<file path="config.mk">
export PLATFORM = sky130hd
export DESIGN_NAME = panda_id_stage
export DESIGN_NICKNAME = d
export VERILOG_FILES = /design/src/rtl/panda_pkg.sv /design/src/rtl/panda_regfile.sv /design/src/rtl/panda_id_stage.sv
export SDC_FILE = /design/constraint.sdc
export NUM_CORES = 2
export LEC_CHECK = 0
export ABC_AREA = 1
export CAP_MARGIN = 30
export CORE_ASPECT_RATIO = 0.8
export CORE_MARGIN = 2
export CORE_UTILIZATION = 40
export CTS_BUF_LIST = sky130_fd_sc_hd__clkbuf_4
export DETAILED_ROUTE_END_ITERATION = 12
export REMOVE_ABC_BUFFERS = 1
export SYNTH_ARGS = -nofsm -noshare
export SYNTH_HDL_FRONTEND = slang
export SYNTH_HIERARCHICAL = 1
export SYNTH_SLANG_ARGS = --single-unit
</file>
<file path="constraint.sdc">
create_clock -name clk_i -period 2.6 [get_ports clk_i]
set_clock_uncertainty 0.2 [all_clocks]
set_input_delay 0.52 -clock clk_i [delete_from_list [all_inputs] [get_ports clk_i]]
set_output_delay 0.52 -clock clk_i [all_outputs]
set_load 0.02 [all_outputs]
</file>
<file path="src/rtl/panda_pkg.sv">
// Shared types and constants for the panda decode stage.
// Optional feature macro used by the stage: PANDA_RF_BYPASS_EN.
package panda_pkg;

  localparam logic [6:0] OPC_LUI      = 7'b0110111;
  localparam logic [6:0] OPC_AUIPC    = 7'b0010111;
  localparam logic [6:0] OPC_JAL      = 7'b1101111;
  localparam logic [6:0] OPC_JALR     = 7'b1100111;
  localparam logic [6:0] OPC_BRANCH   = 7'b1100011;
  localparam logic [6:0] OPC_LOAD     = 7'b0000011;
  localparam logic [6:0] OPC_STORE    = 7'b0100011;
  localparam logic [6:0] OPC_OP_IMM   = 7'b0010011;
  localparam logic [6:0] OPC_OP       = 7'b0110011;
  localparam logic [6:0] OPC_MISC_MEM = 7'b0001111;
  localparam logic [6:0] OPC_SYSTEM   = 7'b1110011;

  typedef enum logic [3:0] {
    ALU_ADD, ALU_SUB, ALU_SLL, ALU_SLT, ALU_SLTU,
    ALU_XOR, ALU_SRL, ALU_SRA, ALU_OR, ALU_AND
  } alu_op_e;

  typedef enum logic [1:0] {SRC_A_RS1, SRC_A_PC, SRC_A_ZERO} alu_src_a_e;

  typedef enum logic {SRC_B_RS2, SRC_B_IMM} alu_src_b_e;

  typedef enum logic [1:0] {MEM_B = 2'd0, MEM_H = 2'd1, MEM_W = 2'd2} mem_size_e;

  typedef enum logic [2:0] {
    BR_EQ = 3'd0, BR_NE = 3'd1, BR_LT = 3'd4,
    BR_GE = 3'd5, BR_LTU = 3'd6, BR_GEU = 3'd7
  } branch_cond_e;

  typedef struct packed {
    logic [31:0] instr;
    logic [31:0] pc;
    logic [31:0] pc_inc;
  } if_id_t;

  typedef struct packed {
    logic         valid;
    logic [31:0]  pc;
    logic [31:0]  pc_inc;
    logic [4:0]   rs1;
    logic [4:0]   rs2;
    logic [4:0]   rd;
    logic [31:0]  rs1_data;
    logic [31:0]  rs2_data;
    logic [31:0]  imm;
    alu_op_e      alu_op;
    alu_src_a_e   alu_src_a;
    alu_src_b_e   alu_src_b;
    logic         reg_we;
    logic         mem_read;
    logic         mem_write;
    mem_size_e    mem_size;
    logic         mem_unsigned;
    logic         branch;
    branch_cond_e branch_cond;
    logic         jump;
    logic         jalr;
  } id_ex_t;

  // alt selects SUB/SRA; callers only raise it where funct7[5] is meaningful
  function automatic alu_op_e alu_op_decode(input logic [2:0] funct3, input logic alt);
    alu_op_e op;
    case (funct3)
      3'd0:    op = alt ? ALU_SUB : ALU_ADD;
      3'd1:    op = ALU_SLL;
      3'd2:    op = ALU_SLT;
      3'd3:    op = ALU_SLTU;
      3'd4:    op = ALU_XOR;
      3'd5:    op = alt ? ALU_SRA : ALU_SRL;
      3'd6:    op = ALU_OR;
      default: op = ALU_AND;
    endcase
    return op;
  endfunction

endpackage

</file>
<file path="src/rtl/panda_regfile.sv">
// Integer register file: two combinational read ports, one write port.
// x0 is hard-wired to zero. PANDA_RF_BYPASS_EN forwards same-cycle write data.
module panda_regfile
  import panda_pkg::*;
#(
  parameter int unsigned NumRegs = 32
) (
  input  logic        clk_i,
  input  logic        rst_ni,
  input  logic [4:0]  raddr_a_i,
  output logic [31:0] rdata_a_o,
  input  logic [4:0]  raddr_b_i,
  output logic [31:0] rdata_b_o,
  input  logic        we_i,
  input  logic [4:0]  waddr_i,
  input  logic [31:0] wdata_i
);

  logic [31:0] regs_d [NumRegs];
  logic [31:0] regs_q [NumRegs];

  // next-state of the array: single write, x0 never updated
  always_comb begin
    regs_d = regs_q;
    if (we_i && waddr_i != '0) begin
      regs_d[waddr_i] = wdata_i;
    end
  end

  // storage with asynchronous clear
  always_ff @(posedge clk_i or negedge rst_ni) begin
    if (!rst_ni) begin
      for (int unsigned i = 0; i < NumRegs; i++) begin
        regs_q[i] <= '0;
      end
    end else begin
      regs_q <= regs_d;
    end
  end

  // read ports
  always_comb begin
    rdata_a_o = (raddr_a_i == '0) ? '0 : regs_q[raddr_a_i];
    rdata_b_o = (raddr_b_i == '0) ? '0 : regs_q[raddr_b_i];
`ifdef PANDA_RF_BYPASS_EN
    if (we_i && waddr_i != '0 && waddr_i == raddr_a_i) rdata_a_o = wdata_i;
    if (we_i && waddr_i != '0 && waddr_i == raddr_b_i) rdata_b_o = wdata_i;
`endif
  end

endmodule

</file>
<file path="src/rtl/panda_id_stage.sv">
// RV32I decode stage: decode, operand read, load-use / writeback hazard stall,
// and the registered ID/EX record. PANDA_RF_BYPASS_EN enables regfile bypass;
// without it a same-cycle writeback to a used source stalls one cycle.
module panda_id_stage
  import panda_pkg::*;
#(
  parameter int unsigned NumRegs = 32
) (
  input  logic        clk_i,
  input  logic        rst_ni,
  input  if_id_t      if_id_i,
  input  logic        flush_i,
  input  logic        ex_mem_read_i,
  input  logic [4:0]  ex_rd_i,
  input  logic        wb_we_i,
  input  logic [4:0]  wb_waddr_i,
  input  logic [31:0] wb_wdata_i,
  output logic        stall_o,
  output logic        illegal_instr_o,
  output id_ex_t      id_ex_o
);

  logic [31:0] instr;
  logic [6:0]  opcode;
  logic [2:0]  funct3;
  logic [4:0]  rs1, rs2, rd;
  logic [31:0] imm_i, imm_s, imm_b, imm_u, imm_j;
  logic        alu_alt;
  logic [31:0] rs1_data, rs2_data;
  logic        rs1_used, rs2_used, legal;
  logic        load_use_haz, wb_raw_haz;
  id_ex_t      dec;
  id_ex_t      id_ex_d, id_ex_q;
  logic        illegal_d, illegal_q;

  assign instr  = if_id_i.instr;
  assign opcode = instr[6:0];
  assign funct3 = instr[14:12];
  assign rd     = instr[11:7];
  assign rs1    = instr[19:15];
  assign rs2    = instr[24:20];

  assign imm_i = {{20{instr[31]}}, instr[31:20]};
  assign imm_s = {{20{instr[31]}}, instr[31:25], instr[11:7]};
  assign imm_b = {{19{instr[31]}}, instr[31], instr[7], instr[30:25], instr[11:8], 1'b0};
  assign imm_u = {instr[31:12], 12'b0};
  assign imm_j = {{11{instr[31]}}, instr[31], instr[19:12], instr[20], instr[30:21], 1'b0};

  assign alu_alt = instr[30] && (opcode == OPC_OP || funct3 == 3'd5);

  panda_regfile #(
    .NumRegs(NumRegs)
  ) u_regfile (
    .clk_i     (clk_i),
    .rst_ni    (rst_ni),
    .raddr_a_i (rs1),
    .rdata_a_o (rs1_data),
    .raddr_b_i (rs2),
    .rdata_b_o (rs2_data),
    .we_i      (wb_we_i),
    .waddr_i   (wb_waddr_i),
    .wdata_i   (wb_wdata_i)
  );

  // instruction decode into a candidate ID/EX record
  always_comb begin
    dec          = '0;
    rs1_used     = 1'b0;
    rs2_used     = 1'b0;
    legal        = 1'b1;
    dec.valid    = 1'b1;
    dec.pc       = if_id_i.pc;
    dec.pc_inc   = if_id_i.pc_inc;
    dec.rs1      = rs1;
    dec.rs2      = rs2;
    dec.rd       = rd;
    dec.rs1_data = rs1_data;
    dec.rs2_data = rs2_data;
    case (opcode)
      OPC_LUI: begin
        dec.imm = imm_u; dec.alu_src_a = SRC_A_ZERO; dec.alu_src_b = SRC_B_IMM; dec.reg_we = 1'b1;
      end
      OPC_AUIPC: begin
        dec.imm = imm_u; dec.alu_src_a = SRC_A_PC; dec.alu_src_b = SRC_B_IMM; dec.reg_we = 1'b1;
      end
      OPC_JAL: begin
        dec.imm = imm_j; dec.alu_src_a = SRC_A_PC; dec.alu_src_b = SRC_B_IMM;
        dec.reg_we = 1'b1; dec.jump = 1'b1;
      end
      OPC_JALR: begin
        dec.imm = imm_i; dec.alu_src_b = SRC_B_IMM; dec.reg_we = 1'b1;
        dec.jump = 1'b1; dec.jalr = 1'b1; rs1_used = 1'b1;
      end
      OPC_BRANCH: begin
        dec.imm = imm_b; dec.branch = 1'b1; dec.branch_cond = branch_cond_e'(funct3);
        rs1_used = 1'b1; rs2_used = 1'b1;
      end
      OPC_LOAD: begin
        dec.imm = imm_i; dec.alu_src_b = SRC_B_IMM; dec.reg_we = 1'b1; dec.mem_read = 1'b1;
        dec.mem_size = mem_size_e'(funct3[1:0]); dec.mem_unsigned = funct3[2]; rs1_used = 1'b1;
      end
      OPC_STORE: begin
        dec.imm = imm_s; dec.alu_src_b = SRC_B_IMM; dec.mem_write = 1'b1;
        dec.mem_size = mem_size_e'(funct3[1:0]); rs1_used = 1'b1; rs2_used = 1'b1;
      end
      OPC_OP_IMM: begin
        dec.imm = imm_i; dec.alu_src_b = SRC_B_IMM; dec.reg_we = 1'b1;
        dec.alu_op = alu_op_decode(funct3, alu_alt); rs1_used = 1'b1;
      end
      OPC_OP: begin
        dec.reg_we = 1'b1; dec.alu_op = alu_op_decode(funct3, alu_alt);
        rs1_used = 1'b1; rs2_used = 1'b1;
      end
      OPC_MISC_MEM, OPC_SYSTEM: begin
      end
      default: legal = 1'b0;
    endcase
  end

  // hazard detection; flush overrides any stall
  always_comb begin
    load_use_haz = ex_mem_read_i && (ex_rd_i != '0) &&
                   ((rs1_used && ex_rd_i == rs1) || (rs2_used && ex_rd_i == rs2));
`ifdef PANDA_RF_BYPASS_EN
    wb_raw_haz   = 1'b0;
`else
    wb_raw_haz   = wb_we_i && (wb_waddr_i != '0) &&
                   ((rs1_used && wb_waddr_i == rs1) || (rs2_used && wb_waddr_i == rs2));
`endif
    stall_o      = !flush_i && (load_use_haz || wb_raw_haz);
  end

  // next ID/EX record: bubble on flush, stall, illegal or all-zero instruction
  always_comb begin
    id_ex_d   = dec;
    illegal_d = !legal && (instr != '0) && !flush_i;
    if (flush_i || stall_o || !legal) begin
      id_ex_d = '0;
    end
  end

  // ID/EX pipeline register
  always_ff @(posedge clk_i or negedge rst_ni) begin
    if (!rst_ni) begin
      id_ex_q   <= '0;
      illegal_q <= 1'b0;
    end else begin
      id_ex_q   <= id_ex_d;
      illegal_q <= illegal_d;
    end
  end

  assign id_ex_o         = id_ex_q;
  assign illegal_instr_o = illegal_q;

endmodule

</file>
==> results_dict.tcl <==
set metrics [dict create \
    layout_min_cycle_time_ns 2.67 \
    grt_setup_unrepaired "true" \
    path_buf_inv 1 \
    clock_path_buffers 4 \
    synth_cell_types 39 \
    hold_depth 9 \
    cp.depth 1 \
    cts.sinks 1220 \
    slowest_delay_ns 0.43 \
    drtAntennaViolNets 0 \
    path_clk_slew_ns 0.07 \
    ys_seq_area_frac 0.463 \
    htree_levels 5 \
    grt_pass1_wl_um 399000 \
    place.gp.congestion 0.913 \
    min_from "if_id_i[66]" \
    synth.largest_area_cell "dfrtp_1" \
    ir_drop_mv 0.505 \
    p_total_mw 54.2 \
    wl_per_cell_um 21.5 \
    rr_endpoint "id_ex_o[69]" \
    powerDensity_nw_per_um2 655 \
    hold_path_class "input pin to register" \
    first_iter_violations 8764 \
    critPathRequiredTime_ns 1.88 \
    core_area_um2 164000 \
    synth_area_um2 65900 \
    fillers 15700 \
    crit_chain "buf_6" \
    num-nets-final 10000 \
    worstSkewPairLatency_ns 1.36 \
    die-area_um2 168000 \
    whs_ns 0.0718 \
    fp.dieW_um 458 \
    fmax_mhz 375 \
    async_flop_share 1.00 \
    grt_overflow 0 \
    grtUsageMet1 0.430 \
    netlist_instances 9137 \
    final_cells 12200 \
    ctsRootBufferMaster "clkbuf_4" \
    regArea_um2 30500 \
    ys_ff_latch 1220 \
    drive_above_1_share 0.147 \
    synthTopCellsByArea "dfrtp_1 46%, nand2_1 16%, o21ai_0 7.7%" \
    die_h_um 367 \
    crit_start "id_ex_o[0]" \
    area_growth_pct 25.4 \
    critPathSlowestCell "dfrtp_1" \
    cts_tree "built" \
    avgSynthCellArea_um2 7.21 \
    path_class "register to output pin" \
    io-pin-count 340 \
    num_rows 133 \
    via_count 67500 \
    wirelength_um 264000 \
    drv_cap 0 \
    dp_cells 11400 \
    crit_arrival_ns 1.95 \
    critPathLaunchType "register" \
    crit_fanout 1 \
    synth-edff-count 0 \
    reg2regPathDepth 10 \
    grt.total_usage 0.308 \
    critPathTopFamily "flip-flops" \
    finalSetupViolations 39 \
    utilization 0.504 \
    setup_ws_ns -0.0668 \
    cp-end-kind "output pin" \
    viasPerCell 5.51 \
    endpoint "id_ex_o[0]" \
    ys.flop_type "dfrtp_1" \
    worst_pin_slew_ns 0.830 \
    leakagePower_nw 39.7 \
    slew_headroom 0.446 \
    regToRegStartpoint "u_regfile/regs_q[818]" \
    portBuffers 339 \
    status "finished, violations left" \
    initial_core_util 0.402 \
    grt_max_degree 109 \
    grt.met2_usage 0.468 \
    grt_antenna_before_repair 11 \
    multi_input_area_um2 29700 \
    use_met3 0.0634 \
    r2r_slack_ns 0.78 \
    first_pass_iters 8 \
    top_usage_layer "met2" \
    drv_slew 0 \
    grt_pass1_vias 64000 \
    ys_warn_count 6 \
    cts-buffers-inserted 345 \
    dp_hpwl_um 163000 \
    timing.final.crit_share 1.03 \
    final-hold-violation-count 0 \
    netlist.area_leader.share 0.463 \
    route.detailed.drc 0 \
    violations "negative setup slack" \
]
==> synth_stat cells (14+ instances only) <==
cell type / n
o211ai_1: 200
a21oi_1: 449
nand3_1: 1018
buf_1: 74
o21ai_0: 1020
nor2_4: 109
clkbuf_1: 422
nor2_1: 734
inv_2: 14
dfrtp_1: 1220
nand2_1: 2863
inv_1: 661
buf_4: 16
buf_2: 195
clkbuf_2: 20
o21ai_1: 18
nor3_1: 16
==> routing by layer <==
metal  wire length [um]  vias to the layer above
met2             116000                     3827
met5                 80                        -
met1             108000                    32000
met4               9890                       12
met3              29100                      668
li1                   -                    30900
==> kinds of logic after synthesis <==
family                    count (synthesis)  synth area share
AOI/OAI and AO/OA                      1696             0.137
xor gates and xnor gates                 17           0.00226
buffers and inverters                  1422            0.0894
DFF                                    1220             0.463
and+or+nand+nor                        4782             0.308
==> repair_timing <==
action | 4_1_cts | 5_1_grt
buffers inserted | 1 | 7
gates resized for setup | 1240 | 32
pin swaps | 7 | 11
endpoints found under the hold margin | 2365 | 35
hold buffers | 227 | 8
setup endpoints to repair | 197 | 195
==> registers in the layout (all words and copies together), names as in the netlist <==
name and count:
u_regfile/regs_q 1024, id_ex_o 195, illegal_instr_o 1
==> per-stage QoR <==
step	TNS [ns]	instance area, um^2	worst slack, ns
floorplan	-570.93	62600	-3.79
global placement	-166.30	75800	-0.793
detailed placement	-192.22	75800	-0.750
CTS	-15.17	82500	-0.154
global route	-13.12	82600	-0.155
finish	-0.487	82700	-0.0668
==> where the power goes <==
part           internal (mW)  switching, mW  leakage, nW
combinational           4.54           7.01         22.1
clock                   9.16           8.69         2.48
sequential              22.4           2.32         15.1
==> layout by cell type, fill, tap and decap left out, drive strengths merged, types with 4 or more instances in the layout <==
| cell | instances |
|---|---|
| a22oi | 4 |
| xnor2 | 12 |
| nor4 | 4 |
| o211ai | 200 |
| buf | 757 |
| clkinv | 45 |
| nand3 | 1022 |
| dlygate4sd2 | 7 |
| nand4 | 9 |
| xor2 | 5 |
| diode | 12 |
| dfrtp | 1220 |
| clkbuf | 517 |
| nor3 | 19 |
| dlygate4sd3 | 229 |
| inv | 679 |
| o21ai | 1038 |
| nor2 | 854 |
| nand2 | 2874 |
| a21oi | 450 |
| clkdlybuf4s50 | 114 |
==> final cells by class <==
type,instances,area share
inverters,678,0.0312
clock inverters,50,0.00333
multi-input cells,6495,0.360
well taps,2160,0.0327
diodes,12,0.000363
repair buffers,1117,0.157
flip-flops and latches,1220,0.369
clock buffers,511,0.0464
==> worst min path at each step <==
| stage | endpoint | slack, ns |
|---|---|---|
| detailed placement | u_regfile/regs_q[1009] | 0.19 |
| global placement | u_regfile/regs_q[1013] | 0.19 |
| CTS | u_regfile/regs_q[589] | 0.0007 |
| global route | id_ex_o[140] | 0.05 |
| finish | id_ex_o[12] | 0.07 |
| floorplan | id_ex_o[0] | 0.02 |
Note: power is estimated with default switching activity, not from simulation.
